### src/rtl/piso_pkg.sv
// Shared types and constants for the PISO transmitter and its counter.
package piso_pkg;

  typedef enum logic {
    IDLE  = 1'b0,
    SHIFT = 1'b1
  } state_e;

  localparam int PISO_N = 16;

  // Counter width for an n-bit word; a 1-bit counter still covers n = 2.
  function automatic int cnt_w(input int n);
    return (n > 2) ? $clog2(n) : 1;
  endfunction

endpackage

### src/rtl/piso_16b_if.sv
// Load and serial handshake bundle; slave is the transmitter, master is its environment.
interface piso_16b_if
  import piso_pkg::*;
#(
  parameter int N = PISO_N
);

  logic         load_valid;
  logic         load_ready;
  logic [N-1:0] load_data;
  logic         ser_out;
  logic         ser_valid;
  logic         ser_ready;
  logic         ser_last;

  modport master (
    output load_valid, load_data, ser_ready,
    input  load_ready, ser_out, ser_valid, ser_last
  );

  modport slave (
    input  load_valid, load_data, ser_ready,
    output load_ready, ser_out, ser_valid, ser_last
  );

endinterface

### src/rtl/piso_cnt.sv
// Beat counter with synchronous clear (priority) and increment enable; zero-latency output.
module piso_cnt #(
  parameter int W = 4
) (
  input  logic         clk,
  input  logic         rst_n,
  input  logic         clr,
  input  logic         inc,
  output logic [W-1:0] cnt
);

  logic [W-1:0] cnt_q;
  logic [W-1:0] cnt_d;

  always_comb begin
    cnt_d = cnt_q;
    if (clr) begin
      cnt_d = '0;
    end else if (inc) begin
      cnt_d = cnt_q + W'(1);
    end
  end

  always_ff @(posedge clk or negedge rst_n) begin
    if (!rst_n) begin
      cnt_q <= '0;
    end else begin
      cnt_q <= cnt_d;
    end
  end

  assign cnt = cnt_q;

endmodule

### src/rtl/piso_16b.sv
// Parallel-in/serial-out, MSB first; first bit valid the cycle after load, one bit per ser_fire.
// Serial outputs hold under ser_ready back-pressure; load_ready opens in the final beat for gapless streaming.
module piso_16b
  import piso_pkg::*;
#(
  parameter int N = PISO_N
) (
  input  logic          clk,
  input  logic          rst_n,
  piso_16b_if.slave     bus
);

  localparam int CW = cnt_w(N);

  state_e        state_q;
  state_e        state_d;
  logic [N-1:0]  shreg_q;
  logic [N-1:0]  shreg_d;
  logic [CW-1:0] cnt;
  logic          cnt_clr;
  logic          cnt_inc;

  logic ser_valid;
  logic ser_last;
  logic ser_fire;
  logic load_ready;
  logic load_fire;

  assign ser_valid  = (state_q == SHIFT);
  assign ser_last   = ser_valid && (cnt == CW'(N - 1));
  assign ser_fire   = ser_valid && bus.ser_ready;
  assign load_ready = (state_q == IDLE) || (ser_fire && ser_last);
  assign load_fire  = bus.load_valid && load_ready;

  always_comb begin
    state_d = state_q;
    shreg_d = shreg_q;
    cnt_clr = 1'b0;
    cnt_inc = 1'b0;
    case (state_q)
      IDLE: begin
        if (load_fire) begin
          shreg_d = bus.load_data;
          cnt_clr = 1'b1;
          state_d = SHIFT;
        end
      end
      SHIFT: begin
        if (ser_fire) begin
          if (ser_last) begin
            // Final beat: either chain straight into the next word or fall back to idle.
            cnt_clr = 1'b1;
            if (load_fire) begin
              shreg_d = bus.load_data;
            end else begin
              shreg_d = '0;
              state_d = IDLE;
            end
          end else begin
            shreg_d = {shreg_q[N-2:0], 1'b0};
            cnt_inc = 1'b1;
          end
        end
      end
      default: begin
        state_d = IDLE;
      end
    endcase
  end

  always_ff @(posedge clk or negedge rst_n) begin
    if (!rst_n) begin
      state_q <= IDLE;
      shreg_q <= '0;
    end else begin
      state_q <= state_d;
      shreg_q <= shreg_d;
    end
  end

  piso_cnt #(
    .W (CW)
  ) u_cnt (
    .clk   (clk),
    .rst_n (rst_n),
    .clr   (cnt_clr),
    .inc   (cnt_inc),
    .cnt   (cnt)
  );

  assign bus.load_ready = load_ready;
  assign bus.ser_valid  = ser_valid;
  assign bus.ser_last   = ser_last;
  assign bus.ser_out    = ser_valid && shreg_q[N-1];

endmodule

### src/flat_wrapper.sv
// flat-port wrapper written by rule: the top's interface ports become plain ports
module piso_16b_flat import piso_pkg::*;
#(
  parameter int N = PISO_N
)
  (clk, rst_n, bus_load_valid, bus_load_data, bus_ser_ready, bus_load_ready, bus_ser_out, bus_ser_valid, bus_ser_last);
  piso_16b_if #(.N(N)) bus_i ();
  input  logic clk;
  input  logic rst_n;
  input wire logic [$bits(bus_i.load_valid)-1:0] bus_load_valid;
  input wire logic [$bits(bus_i.load_data)-1:0] bus_load_data;
  input wire logic [$bits(bus_i.ser_ready)-1:0] bus_ser_ready;
  output wire logic [$bits(bus_i.load_ready)-1:0] bus_load_ready;
  output wire logic [$bits(bus_i.ser_out)-1:0] bus_ser_out;
  output wire logic [$bits(bus_i.ser_valid)-1:0] bus_ser_valid;
  output wire logic [$bits(bus_i.ser_last)-1:0] bus_ser_last;
  assign bus_i.load_valid = bus_load_valid;
  assign bus_i.load_data = bus_load_data;
  assign bus_i.ser_ready = bus_ser_ready;
  assign bus_load_ready = bus_i.load_ready;
  assign bus_ser_out = bus_i.ser_out;
  assign bus_ser_valid = bus_i.ser_valid;
  assign bus_ser_last = bus_i.ser_last;
  piso_16b #(.N(N)) u_core (.clk(clk), .rst_n(rst_n), .bus(bus_i));
endmodule
### config.mk
export PLATFORM = sky130hd
export DESIGN_NAME = piso_16b_flat
export DESIGN_NICKNAME = d
export VERILOG_FILES = /design/src/rtl/piso_pkg.sv /design/src/rtl/piso_16b_if.sv /design/src/rtl/piso_cnt.sv /design/src/rtl/piso_16b.sv /design/src/flat_wrapper.sv
export SDC_FILE = /design/constraint.sdc
export NUM_CORES = 1
export LEC_CHECK = 0
export ABC_AREA = 1
export CORE_MARGIN = 2
export CORE_UTILIZATION = 26
export CTS_BUF_LIST = sky130_fd_sc_hd__clkbuf_4 sky130_fd_sc_hd__clkbuf_8 sky130_fd_sc_hd__clkbuf_16
export DETAILED_ROUTE_END_ITERATION = 8
export PLACE_DENSITY = 0.48
export SLEW_MARGIN = 20
export SYNTH_ARGS = -nofsm -noshare
export SYNTH_HDL_FRONTEND = slang
export SYNTH_SLANG_ARGS = --single-unit
### constraint.sdc
create_clock -name clk -period 1.15 [get_ports clk]
set_input_delay 0.23 -clock clk [delete_from_list [all_inputs] [get_ports clk]]
set_output_delay 0.23 -clock clk [all_outputs]
set_load 0.05 [all_outputs]
# --- After elaboration in Yosys (flattened, before gate mapping) ---
# Index checks and enable logic that the tools add are counted.
totals:
  reg_bits: 21
  latch_bits: 0
  ram_bits: 0
  rom_bits: 0
  memories: 0
classes:
  addsub: 1
  n_mul: 0
  div: 0
  n_lt_le_gt_ge: 0
  eq_ne: 3
  shift: 0
  muxes: 17
  bitwise: 1
  n_reduce_logical: 8
op_table:
  columns: ["operator", "n"]
  rows:
  - ["2-to-1 mux 16 bit", 4]
  - ["case mux 16 bit (2 select lines)", 1]
  - ["2-to-1 mux 1 bit", 8]
  - ["2-to-1 mux 4 bit", 2]
  - ["logical AND 1 bit", 5]
  - ["adder 4 x 1 -> 4 bit (second input constant)", 1]
  - ["== test 4 bit (second input constant)", 1]
  - ["case mux 1 bit (2 select lines)", 2]
  - ["!= test 2 x 1 -> 1 bit (second input constant)", 1]
  - ["!= test 2 bit (second input constant)", 1]
  - ["AND reduction 2 bit", 1]
  - ["nonzero test 2 bit", 1]
  - ["logical OR 1 bit", 1]
  - ["inverter 1 bit", 1]

# --- Longest topological paths before layout ---
depth:
  ltp_word: 9
  depth_mapped: 8

# --- By module ---
# A second synthesis with hierarchy kept.
hier_totals:
  hier_cells: 237
  area_unflattened_um2: 1556.5
modules_own_cells:
  columns: ["mod", "n_inst", "cells_each", "area_each_um2", "seq_area_each_um2"]
  rows:
  - ["piso_16b", 1, 213, 1355.0, 425.4]
  - ["piso_cnt", 1, 24, 201.4, 100.1]

# --- Worst setup path after synthesis ---
# No wires, ideal clock.
synth_path:
  kind: "reg-to-output"
  from: "reg u_core.state_q (netlist: u_core.bus.ser_valid)"
  to: "out bus_ser_out"
  arrival_time_ns: 1.393
  t_required_ns: 0.920
  slack_ns: -0.473
  path_stages_with_launch: 5
  n_path_buf: 2
  path_cell_list: "dfrtp_1 buf_6 buf_2 nand2_1 inv_1"
synth_via:
  elab_chain_len: 1
synth_lines:
  columns: ["item", "line_no", "rtl"]
  rows:
  - ["from (decl)", "piso_16b.sv:15", "state_e state_q;"]
  - ["from (signal assigned)", "piso_16b.sv:76", "state_q <= state_d;"]
  - ["logical AND 1 bit", "piso_16b.sv:94", "assign bus.ser_out = ser_valid && shreg_q[N-1];"]
  - ["to (decl)", "flat_wrapper.sv:14", "output wire logic [$bits(bus_i.ser_out)-1:0] bus_ser_out;"]
# Every way passes these cells.

# --- Final worst setup path ---
layout_path:
  from: "reg u_core.u_cnt.cnt_q[1] (netlist: u_core.u_cnt.cnt[1])"
  to: "out bus_load_ready"
layout_via:
  elab_chain_len: 4
layout_lines:
  columns: ["item", "line_no", "rtl"]
  rows:
  - ["from (decl)", "piso_cnt.sv:12", "logic [W-1:0] cnt_q;"]
  - ["from (signal assigned)", "piso_cnt.sv:28", "cnt_q <= cnt_d;"]
  - ["== test 4 bit", "piso_16b.sv:30", "assign ser_last = ser_valid && (cnt == CW'(N - 1));"]
  - ["logical AND 1 bit", "piso_16b.sv:30", null]
  - ["logical AND 1 bit", "piso_16b.sv:32", "assign load_ready = (state_q == IDLE) || (ser_fire && ser_last);"]
  - ["logical OR 1 bit", "piso_16b.sv:32", null]
  - ["to (decl)", "flat_wrapper.sv:13", "output wire logic [$bits(bus_i.load_ready)-1:0] bus_load_ready;"]
# Every way passes these cells.

==> flow_metrics.py <==
metrics = {
    "clock_network": {
        "cts_buffers": 3,
        "cts-root-buf": "clkbuf_8",
        "cts.clk_slew.worst_paths_ns": 0.09,
        "ctsHoldBuffers": 0,
        "cts_tree": "done",
        "insertion_delay_ns": 0.26,
        "cts_buffer_depth": 2,
        "cts.sinks": 21,
        "htreeDepth": 1,
    },
    "critical_path": {
        "endpoint_kind": "primary output",
        "path_max_fanout": 4,
        "startpoint_type": "flip-flop",
        "worst_ep_arrival_time_ns": 1.33,
        "crit_required_ns": 0.92,
        "critPathKind": "flip-flop to primary output",
        "r2r_cells": 8,
    },
    "yosys": {
        "ys_warn_count": 0,
        "ys_seq_area_share_pct": 36.11,
        "ys_types": 21,
        "synth_seq_cells": 21,
        "syn_inst": 230,
        "syn_area_um2": 1455,
        "postSynthAreaPerCell_um2": 6.327,
        "syn_nets": 251,
    },
    "layout": {
        "drive_above_1_share_pct": 35.11,
        "instances_no_fill": 354,
        "design_area_um2": 2540,
        "antenna_cells": 0,
        "syn_to_final_growth_pct": 74.55,
        "n_fill_cell": 555,
        "final_nets": 304,
    },
    "min_path": {
        "hold_path_class": "input pin to async pin",
    },
    "floorplanning": {
        "coreArea_um2": 5439,
        "start_util_pct": 26.75,
        "die_h_um": 78.81,
        "row_count": 27,
        "ios": 24,
        "fp.dieW_um": 78.81,
        "dieArea_um2": 6211,
    },
    "status": {
        "status": "finished, violations left",
        "violations": "negative setup slack",
    },
    "grt": {
        "grt_pass1_wl_um": 7976,
        "grt_pass1_vias": 1583,
        "grt_overflow_total": 0,
        "antenna_found_initial": 0,
        "grt_usage_pct": 16.26,
        "grt_max_degree": 22,
    },
    "route": {
        "drt-total-wl_um": 4588,
        "wl_per_cell_um": 12.96,
        "dr.pass1.iters": 4,
        "avgViaCountPerCell": 4.435,
        "ant_nets": 0,
        "drtIter0Drc": 91,
        "drcViolationCount": 0,
        "via_count": 1570,
    },
    "timing": {
        "slew_viol_final": 0,
        "finalSetupViolations": 25,
        "max_freq_mhz": 640.4,
        "relSlewSlack_pct": 83.12,
        "clock_skew_ns": 0.007535,
        "hold_viol_final": 0,
        "post-route-min-period_ns": 1.561,
        "timing.final.crit_share_pct": 135.8,
        "rsz0062_at_grt": "yes",
        "tns_ns": -6.071,
        "tightest_slew_ns": 0.2532,
        "fin_ws_ns": -0.4115,
    },
    "place": {
        "dpl-instance-area_um2": 2058,
        "dp_cells": 336,
        "dp_hpwl_um": 2638,
        "io_buffers": 23,
        "gp_congestion": 0.7736,
    },
    "power": {
        "ir_worst_vdd_uv": 654.4,
        "powerDensity_nw_per_um2": 1326,
        "power.leakage_nw": 1.194,
    },
    "job": {
        "maxCapViolCount": 0,
    },
}
## kinds of logic after synthesis
group                    share of synthesized area [%]
AO/OA/AOI/OAI                                    6.534
flip-flops                                       36.11
AND/OR/NAND/NOR                                  40.24
adder cells (fa/ha/maj)                         0.8597
XOR/XNOR                                         1.204
buffers and inverters                            15.05
## Yosys cell counts
cell | instances | area [µm²]
o21ai_1 | 3 | 15.01
buf_4 | 2 | 15.01
buf_2 | 4 | 20.02
buf_1 | 1 | 3.750
inv_2 | 1 | 3.750
a21oi_1 | 15 | 75.07
nand3_1 | 16 | 80.08
nand2_2 | 2 | 12.51
xor2_1 | 2 | 17.52
nand4_2 | 1 | 12.51
inv_1 | 35 | 131.4
buf_6 | 4 | 45.04
ha_1 | 1 | 12.51
nand4_1 | 2 | 12.51
nand2_1 | 53 | 198.9
o21ai_0 | 1 | 5.000
nor2_1 | 63 | 236.5
dfrtp_1 | 21 | 525.5
nand2_4 | 1 | 11.26
nor2_4 | 1 | 11.26
nand3_2 | 1 | 10.01
## routing by layer
layer  track usage, %  vias to the layer above  wire (µm)
li1                 -                      804          -
met4            3.276                        0         35
met5                0                        -          0
met1            21.76                      722       2044
met3            1.932                        4        209
met2            28.38                       40       2299
## registers in the layout (all words and copies together) (netlist names)
register and count:
u_core.u_cnt.cnt 4, u_core.shreg_q 16, u_core.bus.ser_valid 1
## where the power goes
| part | switching (mW) | internal, mW |
|---|---|---|
| registers | 0.226 | 0.950 |
| logic | 0.820 | 0.859 |
| clock network | 0.271 | 0.242 |
## placed cells by master, fill, tap and decap left out, drive strengths merged
cell and count:
a21oi 15, buf 38, bufbuf 1, clkbuf 3
clkdlybuf4s50 18, clkinv 1, clkinvlp 1, dfrtp 21
dlygate4sd2 1, ha 1, inv 35, nand2 56
nand3 17, nand4 4, nor2 64, o21ai 4
xor2 2
## cell type report
class / count / area (µm²) / area share [%]
Clock buffer: 3 / 41.29 / 1.626
Inverter: 36 / 146.4 / 5.764
Clock inverter: 1 / 5.005 / 0.1970
Tap cell: 72 / 90.09 / 3.547
Timing Repair Buffer: 58 / 770.7 / 30.34
Sequential cell: 21 / 529.3 / 20.84
Multi-Input combinational cell: 163 / 957.2 / 37.68
## final timing paths
path / startpoint / endpoint / slack (ns)
max: u_core.u_cnt.cnt[1] / bus_load_ready / -0.41
min: rst_n / u_core.shreg_q[3] / 0.30
max reg2reg: u_core.u_cnt.cnt[1] / u_core.shreg_q[13] / -0.33
min reg2reg: u_core.shreg_q[5] / u_core.shreg_q[5] / 0.52
max in group asynchronous: rst_n / u_core.bus.ser_valid / 0.69
min in group clk: u_core.shreg_q[5] / u_core.shreg_q[5] / 0.52
## per-stage QoR
| stage | power [mW] | util, % | hold WS (ns) | worst slack [ns] |
|---|---|---|---|---|
| floorplan | 1.971 | - | -0.06559 | -0.1929 |
| global placement | 2.454 | 37.84 | 0.5043 | -0.4320 |
| detailed placement | 2.455 | 37.84 | 0.5161 | -0.4456 |
| CTS | 3.299 | 45.04 | 0.3048 | -0.4231 |
| global route | 3.629 | 46.70 | 0.3097 | -0.4668 |
| finish | 3.369 | 46.70 | 0.3026 | -0.4115 |
## critical path: stages (launching register included)
cell,delay (ns)
dfrtp_1,0.42
ha_4,0.19
nand4_1,0.11
nand2_2,0.08
buf_12,0.13
buf_12,0.14
## repair_timing
action / CTS / global route
endpoints found under the hold margin: 0 / 0
pin swaps: 11 / 24
setup endpoints to repair: 25 / 25
resized for setup: 36 / 36
setup buffers: 9 / 6
gates cloned: 5 / 0
Power figures use the tool's default switching activity.
